`src/rtl/risc_v_fetch_stage_pkg.sv`:
```
`default_nettype none
// ============================================================================
//  Module   : risc_v_fetch_stage_pkg
//  Brief    : Shared fetch-stage types and constants (buffer entry layout,
//             reset PC, PC increment, opcode field position).
//  Revision : 1.0  initial release
// ============================================================================
package risc_v_fetch_stage_pkg;

    // Opcode occupies instr[INST_OPCODE_MSB:0]
    localparam int          INST_OPCODE_MSB = 6;
    localparam logic [31:0] FETCH_RESET_PC  = 32'h0000_0000;
    localparam logic [31:0] PC_STEP         = 32'd4;

    // One instruction-buffer slot: the fetched word and the PC it came from
    typedef struct packed {
        logic [31:0] pc;
        logic [31:0] instr;
    } t_fetch_entry;

endpackage
`default_nettype wire

```
`src/rtl/risc_v_sync_fifo.sv`:
```
`default_nettype none
// ============================================================================
//  Module   : risc_v_sync_fifo
//  Brief    : Single-clock FIFO of arbitrary element type. Head is shown
//             combinationally; push and pop in one cycle are both honoured
//             even when full. Flush empties it and wins over push/pop.
//  Revision : 1.0  initial release
// ============================================================================
module risc_v_sync_fifo #(
    parameter type T     = logic [31:0],
    parameter int  DEPTH = 2
) (
    input  logic                   clk,
    input  logic                   rst_n,
    input  logic                   push,
    input  T                       push_data,
    input  logic                   pop,
    input  logic                   flush,
    output T                       pop_data,
    output logic [$clog2(DEPTH):0] count,
    output logic                   full,
    output logic                   empty
);

    localparam int c_aw = $clog2(DEPTH);
    localparam int c_cw = c_aw + 1;

    logic [c_aw-1:0] r_wr_ptr;
    logic [c_aw-1:0] r_rd_ptr;
    logic [c_cw-1:0] r_count;
    T                r_mem [DEPTH];
    logic            w_do_push;
    logic            w_do_pop;

    // A pop frees the head slot in the same cycle, so a full FIFO may still push
    assign w_do_pop  = pop && !empty;
    assign w_do_push = push && (!full || w_do_pop);

    assign pop_data = r_mem[r_rd_ptr];
    assign count    = r_count;
    assign full     = (r_count == c_cw'(DEPTH));
    assign empty    = (r_count == '0);

    // Pointer and occupancy bookkeeping; DEPTH is a power of two so pointers wrap naturally
    always_ff @(posedge clk or negedge rst_n) begin
        if (!rst_n) begin
            r_wr_ptr <= '0;
            r_rd_ptr <= '0;
            r_count  <= '0;
        end else if (flush) begin
            r_wr_ptr <= '0;
            r_rd_ptr <= '0;
            r_count  <= '0;
        end else begin
            if (w_do_push) r_wr_ptr <= r_wr_ptr + 1'b1;
            if (w_do_pop)  r_rd_ptr <= r_rd_ptr + 1'b1;
            r_count <= r_count + c_cw'(w_do_push) - c_cw'(w_do_pop);
        end
    end

    // Storage is cleared on reset so the exposed head reads as zero out of reset
    always_ff @(posedge clk or negedge rst_n) begin
        if (!rst_n) begin
            for (int i = 0; i < DEPTH; i++) r_mem[i] <= '0;
        end else if (w_do_push && !flush) begin
            r_mem[r_wr_ptr] <= push_data;
        end
    end

endmodule
`default_nettype wire

```
`src/rtl/risc_v_fetch_stage.sv`:
```
`default_nettype none
// ============================================================================
//  Module   : risc_v_fetch_stage
//  Brief    : Instruction fetch. Owns the PC, issues credit-limited in-order
//             word reads, pairs responses with their PC and presents them to
//             decode. A redirect flushes everything fetched or in flight.
//  Revision : 1.0  initial release
// ============================================================================
module risc_v_fetch_stage
    import risc_v_fetch_stage_pkg::*;
#(
    parameter logic [31:0] RESET_PC   = FETCH_RESET_PC,
    parameter int          FIFO_DEPTH = 2
) (
    input  logic                       clk,
    input  logic                       rst_n,
    output logic                       imem_req_valid,
    input  logic                       imem_req_ready,
    output logic [31:0]                imem_req_addr,
    input  logic                       imem_rsp_valid,
    input  logic [31:0]                imem_rsp_data,
    input  logic                       redirect_valid,
    input  logic [31:0]                redirect_pc,
    output logic                       dec_valid,
    input  logic                       dec_ready,
    output logic [31:0]                dec_instr,
    output logic [31:0]                dec_pc,
    output logic [INST_OPCODE_MSB:0]   dec_opcode
);

    localparam int c_cnt_w = $clog2(FIFO_DEPTH) + 1;
    localparam int c_sum_w = c_cnt_w + 1;

    logic [31:0]        r_pc;
    logic [c_cnt_w-1:0] r_outstanding;
    logic [c_cnt_w-1:0] r_drop;
    logic               r_run;

    logic [c_cnt_w-1:0] w_buf_count;
    logic [c_cnt_w-1:0] w_pcq_count;
    logic               w_buf_full;
    logic               w_buf_empty;
    logic               w_pcq_full;
    logic               w_pcq_empty;
    logic [31:0]        w_pcq_head;
    t_fetch_entry       w_buf_head;
    t_fetch_entry       w_buf_push;
    logic [c_sum_w-1:0] w_credit_used;
    logic               w_accept;
    logic               w_rsp_take;
    logic               w_rsp_keep;
    logic               w_dec_fire;

    // Every issued request owns a buffer slot, so responses can never be refused
    assign w_credit_used  = {1'b0, r_outstanding} + {1'b0, w_buf_count};
    assign imem_req_valid = r_run && !redirect_valid
                         && (w_credit_used < c_sum_w'(FIFO_DEPTH));
    assign imem_req_addr  = r_pc;
    assign w_accept       = imem_req_valid && imem_req_ready;

    // Responses with nothing outstanding are stray and ignored entirely
    assign w_rsp_take = imem_rsp_valid && (r_outstanding != '0);
    assign w_rsp_keep = w_rsp_take && (r_drop == '0) && !redirect_valid;

    assign w_buf_push = '{pc: w_pcq_head, instr: imem_rsp_data};
    assign dec_valid  = !w_buf_empty;
    assign dec_pc     = w_buf_head.pc;
    assign dec_instr  = w_buf_head.instr;
    assign dec_opcode = w_buf_head.instr[INST_OPCODE_MSB:0];
    assign w_dec_fire = dec_valid && dec_ready;

    // PC, in-flight and drop counters. On redirect every request still
    // outstanding after this cycle belongs to the dead path, so drop is
    // simply the post-cycle outstanding count (old drops are a subset of it).
    always_ff @(posedge clk or negedge rst_n) begin
        if (!rst_n) begin
            r_pc          <= RESET_PC;
            r_outstanding <= '0;
            r_drop        <= '0;
            r_run         <= 1'b0;
        end else begin
            r_run <= 1'b1;
            if (redirect_valid) begin
                r_pc          <= {redirect_pc[31:2], 2'b00};
                r_outstanding <= r_outstanding - c_cnt_w'(w_rsp_take);
                r_drop        <= r_outstanding - c_cnt_w'(w_rsp_take);
            end else begin
                if (w_accept) r_pc <= r_pc + PC_STEP;
                r_outstanding <= r_outstanding + c_cnt_w'(w_accept) - c_cnt_w'(w_rsp_take);
                if (w_rsp_take && (r_drop != '0)) r_drop <= r_drop - 1'b1;
            end
        end
    end

    // PCs of live (not-to-be-dropped) requests, oldest first
    risc_v_sync_fifo #(
        .T     (logic [31:0]),
        .DEPTH (FIFO_DEPTH)
    ) u_pc_queue (
        .clk       (clk),
        .rst_n     (rst_n),
        .push      (w_accept),
        .push_data (r_pc),
        .pop       (w_rsp_keep),
        .flush     (redirect_valid),
        .pop_data  (w_pcq_head),
        .count     (w_pcq_count),
        .full      (w_pcq_full),
        .empty     (w_pcq_empty)
    );

    // Fetched {pc, instr} awaiting decode
    risc_v_sync_fifo #(
        .T     (t_fetch_entry),
        .DEPTH (FIFO_DEPTH)
    ) u_instr_buf (
        .clk       (clk),
        .rst_n     (rst_n),
        .push      (w_rsp_keep),
        .push_data (w_buf_push),
        .pop       (w_dec_fire),
        .flush     (redirect_valid),
        .pop_data  (w_buf_head),
        .count     (w_buf_count),
        .full      (w_buf_full),
        .empty     (w_buf_empty)
    );

`ifndef SYNTHESIS
    // Bookkeeping invariants and memory-protocol sanity, checked every edge outside reset
    always @(posedge clk) begin
        if (rst_n) begin
            a_outstanding_max: assert (r_outstanding <= c_cnt_w'(FIFO_DEPTH));
            a_drop_le_out:     assert (r_drop <= r_outstanding);
            a_stray_rsp:       assert (!(imem_rsp_valid && (r_outstanding == '0)));
            a_pcq_track:       assert ({1'b0, w_pcq_count} + {1'b0, r_drop} == {1'b0, r_outstanding});
            a_pcq_has_pc:      assert (!(w_rsp_keep && w_pcq_empty));
            a_pcq_room:        assert (!(w_accept && w_pcq_full && !w_rsp_keep));
            a_buf_room:        assert (!(w_rsp_keep && w_buf_full && !w_dec_fire));
        end
    end
`endif

endmodule
`default_nettype wire

```
`config.mk`:
```
export PLATFORM = sky130hd
export DESIGN_NAME = risc_v_fetch_stage
export DESIGN_NICKNAME = d
export VERILOG_FILES = /design/src/rtl/risc_v_fetch_stage_pkg.sv /design/src/rtl/risc_v_sync_fifo.sv /design/src/rtl/risc_v_fetch_stage.sv
export SDC_FILE = /design/constraint.sdc
export NUM_CORES = 1
export LEC_CHECK = 0
export CORE_MARGIN = 4
export CORE_UTILIZATION = 55
export CTS_BUF_LIST = sky130_fd_sc_hd__clkbuf_4
export CTS_CLUSTER_DIAMETER = 30
export DETAILED_ROUTE_END_ITERATION = 6
export DONT_BUFFER_PORTS = 1
export HOLD_SLACK_MARGIN = 0.08
export PLACE_DENSITY_LB_ADDON = 0.2
export SYNTH_ARGS = -nofsm -noshare
export SYNTH_HDL_FRONTEND = slang
export SYNTH_HIERARCHICAL = 1
export SYNTH_SLANG_ARGS = --single-unit
```
`constraint.sdc`:
```
create_clock -name clk -period 3.6 [get_ports clk]
set_input_delay 0.72 -clock clk [delete_from_list [all_inputs] [get_ports clk]]
set_output_delay 0.72 -clock clk [all_outputs]
set_load 0.005 [all_outputs]
```
**Yosys cells after proc, flatten, opt, wreduce, memory -nomap -nowiden**

Cells that the tools add are included.

- Word-level logic and storage cells: 104
- Bits of input ports: 70
- Register bits: 237

- Eq/ne operators: 2
- Muxes and demuxes: 27
- Add/sub/neg operators: 14
- $lt $le $gt $ge: 7
- Bitwise gates (word level): 4
- Reduce and logical (&&, ||, !) cells: 34

Operators with widths:

| operator | count |
|---|---|
| $mux 64 | 4 |
| $mux 32 | 6 |
| $bwmux 128 | 1 |
| $bwmux 64 | 1 |
| $demux 64 s1 | 1 |
| $add 32x3->32 const B | 1 |
| $demux 32 s1 | 1 |
| $logic_and 1x1->1 | 16 |
| $reduce_bool 2->1 | 8 |
| $mux 2 | 5 |
| $ge 2x2->1 const B | 4 |
| $mux 1 | 8 |
| $not 1->2 | 4 |
| $sub 2x1->2 | 4 |
| $add 2x1->2 | 3 |
| $logic_not 2->1 | 3 |
| $logic_not 1->1 | 5 |
| $add 1x1->1 const B | 4 |
| $eq 2x2->1 const B | 2 |
| $lt 2x1->1 const B | 2 |
| $add 2x2->3 | 1 |
| $lt 3x2->1 const B | 1 |
| $logic_or 1x1->1 | 2 |
| $sub 2x1->2 const B | 1 |

**Logic depth before layout (Yosys ltp)**

- Depth after elaboration: 10
- Depth in mapped cells: 11
- Depth with buffers taken out: 11

**Modules after synthesis**

The synthesis kept the hierarchy.

Modules (own cells, without submodules):

| module | area an instance (µm²) | instances | cells each |
|---|---|---|---|
| risc_v_sync_fifo at u_instr_buf | 5979.5 | 1 | 365 |
| risc_v_sync_fifo at u_pc_queue | 3106.7 | 1 | 195 |
| risc_v_fetch_stage | 2202.1 | 1 | 253 |

**Worst setup path after synthesis**

Ideal clock, no wire load.

- Kind: flip-flop to flip-flop
- Start point: register u_instr_buf.r_count[0] (netlist: u_instr_buf/count[0])
- End point: register r_pc[28] (netlist: imem_req_addr[28])
- Stages on the path, launching flop included: 9
- Arrival: 2.634 ns
- Path buffers: 2
- Data required time: 3.518 ns
- Setup slack: 0.884 ns
- Cells stage by stage: dfrtp_1 > and2_1 > fa_1 > nand4bb_1 > buf_2 > or4_1 > buf_2 > or4_1 > a31oi_1

- Cells in the longest elaborated chain, start to end: 5

RTL lines:

| item | line | source |
|---|---|---|
| from (decl) | risc_v_sync_fifo.sv:30 | `logic [c_cw-1:0] r_count;` |
| from (signal assigned) | risc_v_sync_fifo.sv:57 | `r_count <= r_count + c_cw'(w_do_push) - c_cw'(w_do_pop);` |
| $add 2x2->3 | risc_v_fetch_stage.sv:55 | `assign w_credit_used = {1'b0, r_outstanding} + {1'b0, w_buf_count};` |
| $lt 3x2->1 | risc_v_fetch_stage.sv:57 | `&& (w_credit_used < c_sum_w'(FIFO_DEPTH));` |
| $logic_and 1x1->1 | risc_v_fetch_stage.sv:57 |  |
| $logic_and 1x1->1 | risc_v_fetch_stage.sv:59 | `assign w_accept = imem_req_valid && imem_req_ready;` |
| $reduce_bool 2->1 (no line) | n/a |  |
| to (signal assigned) | risc_v_fetch_stage.sv:84 | `r_pc <= {redirect_pc[31:2], 2'b00};` |
| to (signal assigned) | risc_v_fetch_stage.sv:88 | `if (w_accept) r_pc <= r_pc + PC_STEP;` |
| to (decl) | risc_v_fetch_stage.sv:34 | `logic [31:0] r_pc;` |

Every way passes these cells.
A chain may end at the register's enable or synchronous reset.

**Worst setup path in the final report**

- Start point: register u_instr_buf.r_count[0] (netlist: u_instr_buf/count[0])
- End point: output port imem_req_valid

- Cells in the longest elaborated chain, start to end: 3

RTL lines:

| item | line | source |
|---|---|---|
| $add 2x2->3 | risc_v_fetch_stage.sv:55 |  |
| $lt 3x2->1 | risc_v_fetch_stage.sv:57 |  |
| $logic_and 1x1->1 | risc_v_fetch_stage.sv:57 |  |
| to (decl) | risc_v_fetch_stage.sv:17 | `output logic imem_req_valid,` |

Every way passes these cells.

==> impl_metrics.tcl <==
set metrics [dict create \
    outcome "complete, but fails checks" \
    violations "hold timing" \
    cts_buffers 66 \
    drive_above_1_share_pct 46.0 \
    relSlewSlack_pct 38.2 \
    final_cell_count_no_fill 1153 \
    synth_area_per_cell_um2 13.9 \
    cts_buffer_depth 3 \
    period_share_pct 85.3 \
    r2r_end "imem_req_addr[30]" \
    arrival_ps 2350 \
    ir_drop_mv 0.313 \
    cp-start-kind "flop" \
    place_ws_ps 560 \
    crit_chain "and2_1, fa_1, or3b_1, nor2_1" \
    hp-class "in -> async" \
    skew_ps 45.0 \
    p_per_area_nw_per_um2 644 \
    setup_viol 0 \
    crit_end "imem_req_valid" \
    syn2layout_area_growth_pct 8.23 \
    grt_antenna_before_repair 1 \
    die_h_um 151 \
    ant_nets 0 \
    synth_area_um2 11300 \
    cp-startpoint "u_instr_buf/count[0]" \
    track_usage_pct 21.6 \
    start_util_pct 55.9 \
    cts_tree "built" \
    worstRegToRegCells 6 \
    fin_tns_setup_ps 0 \
    fin_area_um2 12200 \
    cp-end-kind "output pin" \
    cts.sinks 235 \
    worstReg2RegStart "u_instr_buf/count[0]" \
    fmax_ghz 0.326 \
    setup_slack_ps 528 \
    worst-setup-path-type "reg -> out" \
    post_drt_wl_per_cell_um 21.0 \
    grt_pass1_wl_mm 38.9 \
    die_width_um 151 \
    fp.coreArea_um2 20200 \
    drv_slew 0 \
    clk_pin_slew_ps 60 \
    dieArea_um2 22800 \
    placed_cell_area_um2 11400 \
    cpMaxStageDelayCell "fa_1" \
    timing_hold_violations_final 235 \
    p_leak_nw 5.62 \
    drt_iter0_drc 292 \
    synth_cells 810 \
    fp-row-count 52 \
    drv_cap 0 \
    grt_pass1_vias 7431 \
    clkLatencyLatePin_ps 630 \
    grt_max_degree 236 \
    htree_levels 3 \
    tightest_slew_ps 927 \
    ys.warnings.count 6 \
    nets 918 \
    r2r_setup_slack_ps 540 \
    cts_root_buf "clkbuf_4" \
    cts_resized 0 \
    rsz0062_at_grt "false" \
    gp_congestion 0.806 \
    io_pins 175 \
    route.final.wire_length_mm 24.2 \
    viasPerCell 5.80 \
    critPathMaxFanout 5 \
    worstPathRequired_ps 2880 \
    finalCriticalPeriod_ps 3070 \
    slowest_delay_ps 480 \
    drc_errors 0 \
    cts_setup_buffers 0 \
    io_buffers 0 \
    dp_hpwl_mm 15.3 \
    num_vias 6689 \
    overflow 0 \
    dr.pass1.iters 4 \
    holdWs_ps -201 \
    place_inst 1040 \
]
layout make-up:
class | count | area [um2]
Inverter | 16 | 60.1
Antenna cell | 1 | 2.50
Clock inverter | 16 | 63.8
Clock buffer | 96 | 721
Sequential cell | 235 | 5880
Timing Repair Buffer | 11 | 120
Fill cell | 1579 | 7970
Multi-Input combinational cell | 508 | 5010
Tap cell | 270 | 338
flip-flops by register name, indices dropped and copies added (netlist names):
signal and count:
u_pc_queue/r_wr_ptr 1, u_instr_buf/r_mem 128, u_pc_queue/r_rd_ptr 1, r_outstanding 2, u_instr_buf/r_wr_ptr 1, u_instr_buf/count 2, imem_req_addr 30, r_drop 2
u_pc_queue/r_mem 64, r_run 1, u_instr_buf/r_rd_ptr 1, u_pc_queue/count 2
through the flow:
| step | util (%) | total power [mW] |
|---|---|---|
| after CTS | 60.5 | 7.98 |
| after global routing | 60.5 | 8.37 |
| final | 60.5 | 7.85 |
| after floorplan | - | 5.23 |
| after global placement | 56.6 | 5.46 |
| after detailed placement | 56.6 | 5.62 |
worst min-delay path by stage:
stage               slack [ps]  startpoint  depth (start not counted)                     to
floorplan                  420       rst_n                          0      imem_req_addr[10]
global placement           430       rst_n                          0   u_instr_buf/r_mem[3]
detailed placement         430       rst_n                          0  u_instr_buf/r_mem[70]
CTS                       -280       rst_n                          0   u_instr_buf/r_mem[3]
global route              -280       rst_n                          0   u_instr_buf/r_mem[3]
finish                    -200       rst_n                          0   u_instr_buf/r_mem[3]
cells in the final DEF, fill, tap and decap left out, types with 7 or more instances in the layout:
master / n
dfrtp_1: 233
mux2_2: 195
clkbuf_4: 96
mux2_4: 90
nor2_1: 29
nand2_1: 28
a31oi_1: 18
inv_1: 16
o21ai_0: 16
or4_1: 15
o31ai_1: 14
xnor2_1: 12
clkinv_1: 11
nand3_1: 10
ha_1: 9
buf_4: 8
or3_1: 7
conb_1: 7
layer usage:
metal / vias to the layer above / track usage [%] / wire (um)
met5: - / 0 / 0
met4: 0 / 7.66 / 490
met3: 47 / 7.30 / 1830
met2: 210 / 36.4 / 12000
met1: 3422 / 26.1 / 9830
li1: 3010 / - / -
power breakdown:
| group | switching (mW) | internal, mW | leakage (nW) |
|---|---|---|---|
| logic | 0.691 | 1.09 | 2.10 |
| clock network | 1.07 | 1.22 | 0.479 |
| registers | 0.423 | 3.35 | 3.05 |
| total | 2.19 | 5.67 | 5.62 |
critical path: cells and delay by family, from the launching register on:
kind,cells,cell delay [ps]
flops,1,420
fa+ha+maj,1,480
simple gates,3,840
Note: power is estimated with default switching activity, not from simulation.
